==> config.mk <==
export PLATFORM = sky130hd
export DESIGN_NAME = mem_dual_clr
export DESIGN_NICKNAME = d
export VERILOG_FILES = /design/src/rtl/mem_dual_clr.sv
export SDC_FILE = /design/constraint.sdc
export NUM_CORES = 1
export LEC_CHECK = 0
export CAP_MARGIN = 20
export CELL_PAD_IN_SITES_DETAIL_PLACEMENT = 2
export CELL_PAD_IN_SITES_GLOBAL_PLACEMENT = 2
export CORE_UTILIZATION = 44
export DETAILED_ROUTE_END_ITERATION = 12
export HOLD_SLACK_MARGIN = 0.08
export PLACE_DENSITY = 0.81
export SLEW_MARGIN = 30
export SYNTH_ARGS = -nofsm -noshare
export SYNTH_HDL_FRONTEND = slang
export SYNTH_SLANG_ARGS = --single-unit
==> constraint.sdc <==
create_clock -name clock -period 2.99 [get_ports clock]
set_input_delay 0.4485 -clock clock [delete_from_list [all_inputs] [get_ports clock]]
set_output_delay 0.4485 -clock clock [all_outputs]
set_load 0.03 [all_outputs]
==> src/rtl/mem_dual_clr.sv <==
// Simple dual-port RAM with a hardware zero-fill sequencer.
// The fill runs after reset and on a clear pulse; user access is locked out meanwhile.
module mem_dual_clr #(
  parameter int WIDTH          = 8,
  parameter int DEPTH          = 64,
  parameter int RDW_MODE       = 0,
  parameter int OUT_REG        = 0,
  parameter int CLEAR_ON_RESET = 1
) (
  input  logic                     clock,
  input  logic                     rst_n,
  input  logic                     clear,
  output logic                     busy,
  input  logic                     wr_en,
  input  logic [$clog2(DEPTH)-1:0] wr_addr,
  input  logic [WIDTH-1:0]         wr_data,
  input  logic                     rd_en,
  input  logic [$clog2(DEPTH)-1:0] rd_addr,
  output logic [WIDTH-1:0]         rd_data,
  output logic                     rd_valid
);

  localparam int AW = $clog2(DEPTH);
  localparam logic [AW:0]   DEPTH_W = (AW+1)'(DEPTH);
  localparam logic [AW-1:0] LAST    = AW'(DEPTH - 1);

  typedef enum logic {
    IDLE  = 1'b0,
    CLEAR = 1'b1
  } state_t;

  state_t          state_q;
  state_t          state_d;
  logic [AW-1:0]   cnt_q;
  logic [AW-1:0]   cnt_d;

  logic            wr_ok;
  logic            rd_in;
  logic            rd_acc;
  logic            mem_we;
  logic [AW-1:0]   mem_waddr;
  logic [WIDTH-1:0] mem_wdata;
  logic [AW-1:0]   raddr;

  logic [WIDTH-1:0] mem [DEPTH];
  logic [WIDTH-1:0] ram_q;

  logic             v1;
  logic             zero1;
  logic             byp1;
  logic [WIDTH-1:0] bypd1;
  logic [WIDTH-1:0] s1_data;

  always_ff @(posedge clock or negedge rst_n) begin
    if (!rst_n) begin
      state_q <= (CLEAR_ON_RESET != 0) ? CLEAR : IDLE;
      cnt_q   <= '0;
    end else begin
      state_q <= state_d;
      cnt_q   <= cnt_d;
    end
  end

  always_comb begin
    state_d = state_q;
    cnt_d   = cnt_q;
    unique case (state_q)
      IDLE: begin
        if (clear) begin
          state_d = CLEAR;
          cnt_d   = '0;
        end
      end
      CLEAR: begin
        if (cnt_q == LAST) begin
          state_d = IDLE;
          cnt_d   = '0;
        end else begin
          cnt_d = cnt_q + 1'b1;
        end
      end
      default: begin
        state_d = IDLE;
        cnt_d   = '0;
      end
    endcase
  end

  always_comb begin
    busy      = (state_q == CLEAR);
    wr_ok     = wr_en && !busy && ({1'b0, wr_addr} < DEPTH_W);
    rd_in     = ({1'b0, rd_addr} < DEPTH_W);
    rd_acc    = rd_en && !busy;
    raddr     = rd_in ? rd_addr : '0;
    mem_we    = wr_ok;
    mem_waddr = wr_addr;
    mem_wdata = wr_data;
    if (busy) begin
      mem_we    = 1'b1;
      mem_waddr = cnt_q;
      mem_wdata = '0;
    end
  end

  // No reset on the array or its read register so they map onto block RAM.
  always_ff @(posedge clock) begin
    if (mem_we) mem[mem_waddr] <= mem_wdata;
  end

  always_ff @(posedge clock) begin
    if (rd_acc) ram_q <= mem[raddr];
  end

  // zero1 comes out of reset set, so rd_data reads zero until the first read.
  always_ff @(posedge clock or negedge rst_n) begin
    if (!rst_n) begin
      v1    <= 1'b0;
      zero1 <= 1'b1;
      byp1  <= 1'b0;
      bypd1 <= '0;
    end else begin
      v1 <= rd_acc;
      if (rd_acc) begin
        zero1 <= !rd_in;
        byp1  <= (RDW_MODE != 0) && wr_ok
                 && (wr_addr == rd_addr);
        bypd1 <= wr_data;
      end
    end
  end

  assign s1_data = zero1 ? '0
                 : byp1  ? bypd1
                 : ram_q;

  generate
    if (OUT_REG != 0) begin : g_oreg
      logic [WIDTH-1:0] rd_q;
      logic             v2;
      always_ff @(posedge clock or negedge rst_n) begin
        if (!rst_n) begin
          rd_q <= '0;
          v2   <= 1'b0;
        end else begin
          v2 <= v1;
          if (v1) rd_q <= s1_data;
        end
      end
      assign rd_data  = rd_q;
      assign rd_valid = v2;
    end else begin : g_noreg
      assign rd_data  = s1_data;
      assign rd_valid = v1;
    end
  endgenerate

endmodule

==> impl_metrics.json <==
{
  "outcome": "completed",
  "post_cts.repair.setup_buffers": 0,
  "cp_data_required_time_ns": 2.54,
  "firstDrtPassIters": 5,
  "placed_cells": 1730,
  "effective_utilization_at_floorplan_pct": 44.65,
  "clock-skew-final_ns": 0.02411,
  "deepest_level_of_the_cts_h_tree": 2,
  "power.density_nw_per_um2": 742.8,
  "maximum_number_of_pins_on_one_net_before_global_route_repair": 65,
  "drc": 0,
  "timing_hold_violations_final": 0,
  "syn_nets": 1065,
  "layout-drive-gt1-share_pct": 26.54,
  "synthesized_area_um2": 20790,
  "synth_top_area_share_pct": 75.12,
  "tritoncts.num_buffers": 55,
  "worst_setup_path_end_kind": "primary output",
  "holdWs_ns": 0.1727,
  "cts_root_buffer": "sky130_fd_sc_hd__clkbuf_16",
  "top_level_ports": 35,
  "netlist-cell-type-count": 48,
  "die_h_um": 219.4,
  "ys_seq_area_share_pct": 76.21,
  "syn2layout_area_growth_pct": 17.18,
  "critPathLaunchType": "flip-flop",
  "worstPathArrival_ns": 2.41,
  "timing.critical_path.fanout_max": 17,
  "synthArstFlopShare_pct": 1.701,
  "ys.flop_type": "sky130_fd_sc_hd__edfxtp_1",
  "wire_length_of_the_first_global_routing_pass_mm": 94.78,
  "timing.final.setup_violations": 0,
  "slew_headroom_pct": 41.41,
  "rsz0062_at_grt": "no",
  "fin_nets": 1206,
  "synth-seq-cells": 529,
  "average_cell_area_after_synthesis_um2": 20.01,
  "detail-route-antenna-nets": 0,
  "n_antenna_cell": 0,
  "layout.filler_cells": 4028,
  "grt_remaining_overflow": 0,
  "avgRoutedWirePerCell_um": 35.94,
  "vias_per_cell": 6.278,
  "rows": 79,
  "number_of_enable_flip_flop_cells_after_synthesis": 520,
  "netlist_instances": 1039,
  "final-max-slew-violation-count": 0,
  "clk_pin_slew_ns": 0.06,
  "timing.reg2reg.setup_slack_ns": 0.18,
  "drt-initial-drc-count": 1272,
  "design.core.area_um2": 46560,
  "antenna_found_initial": 2,
  "max-cap-violations": 0,
  "synthDominantAreaCellType": "sky130_fd_sc_hd__edfxtp_1",
  "ys_top_cells_by_count": "520 x sky130_fd_sc_hd__edfxtp_1, 125 x sky130_fd_sc_hd__mux4_2, 80 x sky130_fd_sc_hd__nor2_1",
  "layout.cell_area.non_filler_um2": 24360,
  "die_area_um2": 48120,
  "dr_total_vias": 11477,
  "grtUsageTotal_pct": 28.42,
  "period_minus_slack_ns": 2.862,
  "timing.final.crit_share_pct": 95.71,
  "peakVddDrop_mv": 0.3962,
  "numClockSinks": 529,
  "clock.fmax_ghz": 0.3494,
  "holdCritPathClass": "in2async",
  "die_width_um": 219.4,
  "synthMostInstantiatedCell": "sky130_fd_sc_hd__edfxtp_1",
  "yosys_warnings": 0,
  "max_slew.worst_pin.slew_ns": 0.8789,
  "numPortBuffers": 34,
  "critPathKind": "reg2out",
  "worstSkewPairLatency_ns": 0.61,
  "post_synth_main_area_contributors": "sky130_fd_sc_hd__edfxtp_1 75%, sky130_fd_sc_hd__mux4_2 14%, sky130_fd_sc_hd__nor2_1 1.4%",
  "finalWeightedCongestion": 0.8470,
  "clock_tree.buffer_depth": 3,
  "cts_tree": "yes",
  "cell_count_final_fillers_out": 1828,
  "dpl.hpwl_mm": 41.41,
  "postRouteWirelength_mm": 65.70,
  "report.power.total_mw": 18.09,
  "place_area_um2": 22640,
  "grt_pass1_vias": 12459,
  "p_leak_nw": 7.950
}
## cell usage in the layout (no fill, tap or decap), types with 5 or more instances in the layout
master / n
sky130_fd_sc_hd__clkdlybuf4s50_1: 31
sky130_fd_sc_hd__nor2b_4: 8
sky130_fd_sc_hd__o221ai_1: 7
sky130_fd_sc_hd__clkbuf_16: 57
sky130_fd_sc_hd__nor3_1: 5
sky130_fd_sc_hd__o21ai_0: 20
sky130_fd_sc_hd__clkinv_2: 5
sky130_fd_sc_hd__inv_1: 6
sky130_fd_sc_hd__nor2_1: 75
sky130_fd_sc_hd__buf_12: 14
sky130_fd_sc_hd__buf_4: 92
sky130_fd_sc_hd__o22ai_1: 21
sky130_fd_sc_hd__nand3_1: 18
sky130_fd_sc_hd__clkinv_1: 12
sky130_fd_sc_hd__nand2_1: 50
sky130_fd_sc_hd__a21oi_1: 7
sky130_fd_sc_hd__clkbuf_1: 16
sky130_fd_sc_hd__mux4_2: 125
sky130_fd_sc_hd__a22oi_1: 5
sky130_fd_sc_hd__mux2i_1: 18
sky130_fd_sc_hd__dfrtp_1: 7
sky130_fd_sc_hd__nor2b_1: 20
sky130_fd_sc_hd__nor2_2: 5
sky130_fd_sc_hd__a31oi_1: 13
sky130_fd_sc_hd__edfxtp_1: 520
## area by class of cell
class                      count  area [um2]  area share (%)
multi-input combinational    448        4723           19.39
clock inverter                22       178.9          0.7345
timing repair buffer         139        1300           5.337
sequential                   529       15840           65.04
inverter                       7       26.28          0.1079
clock buffer                  76        1528           6.272
tap                          607       759.5           3.118
## power by group
group          switching (mW)  internal, mW
registers               0.259          8.71
clock network            2.90          3.80
logic                    1.62         0.795
## worst paths after layout
path,from,cells past startpoint,end
max,busy$_DFF_PN1_,2,busy
min,rst_n,1,rd_valid$_DFF_PN0_
max reg2reg,busy$_DFF_PN1_,5,mem[21][4]$_DFFE_PP_
min reg2reg,cnt_q[0]$_DFFE_PN0P_,1,cnt_q[0]$_DFFE_PN0P_
max in group asynchronous,rst_n,1,busy$_DFF_PN1_
min in group clock,clear,2,cnt_q[4]$_DFFE_PN0P_
## worst max-delay path: stages, from the launching register on
cell	delay, ns
sky130_fd_sc_hd__dfstp_2	0.75
sky130_fd_sc_hd__buf_4	0.34
sky130_fd_sc_hd__clkdlybuf4s50_1	0.72
## stage by stage
step	setup slack (ns)	utilization, %	TNS, ns
6_report	0.1281	52.32	0
2_1_floorplan	-0.1637	-	-62.85
4_1_cts	0.03218	52.30	0
5_1_grt	0.02130	52.32	0
3_3_place_gp	0.2616	48.63	0
3_5_place_dp	-0.02332	48.63	-0.1768
## logic make-up (layout without fill, tap and decap cells)
family          after synthesis  count (layout)  share of synthesized area [%]
mux                         145             145                          14.52
xor+xnor                      1               1                        0.04214
simple gates                193             193                          4.141
flops                       529             529                          76.21
compound gates              108             108                          3.611
buf+inv                      62             244                          1.414
fa+ha+maj                     1               1                        0.06018
## registers in the layout (all words and copies together), names as in the netlist
name,flops
cnt_q,6
busy,1
ram_q,8
rd_valid,1
mem,512
zero1,1
## per-layer routing
layer	share of wire (%)	up-vias	global-route usage (%)	routed length [um]
met4	3.4	2	9.676	2230
met1	40	6233	38.20	26160
met2	50	544	46.96	32890
met5	0.023	-	0	15
met3	6.7	134	4.893	4400
li1	-	4564	-	-
## what timing repair did
action	CTS	global route
endpoints found under the setup margin	8	10
cloned	0	0
hold buffers	0	0
gates resized for setup	1	3
Note: power is estimated with default switching activity, not from simulation.
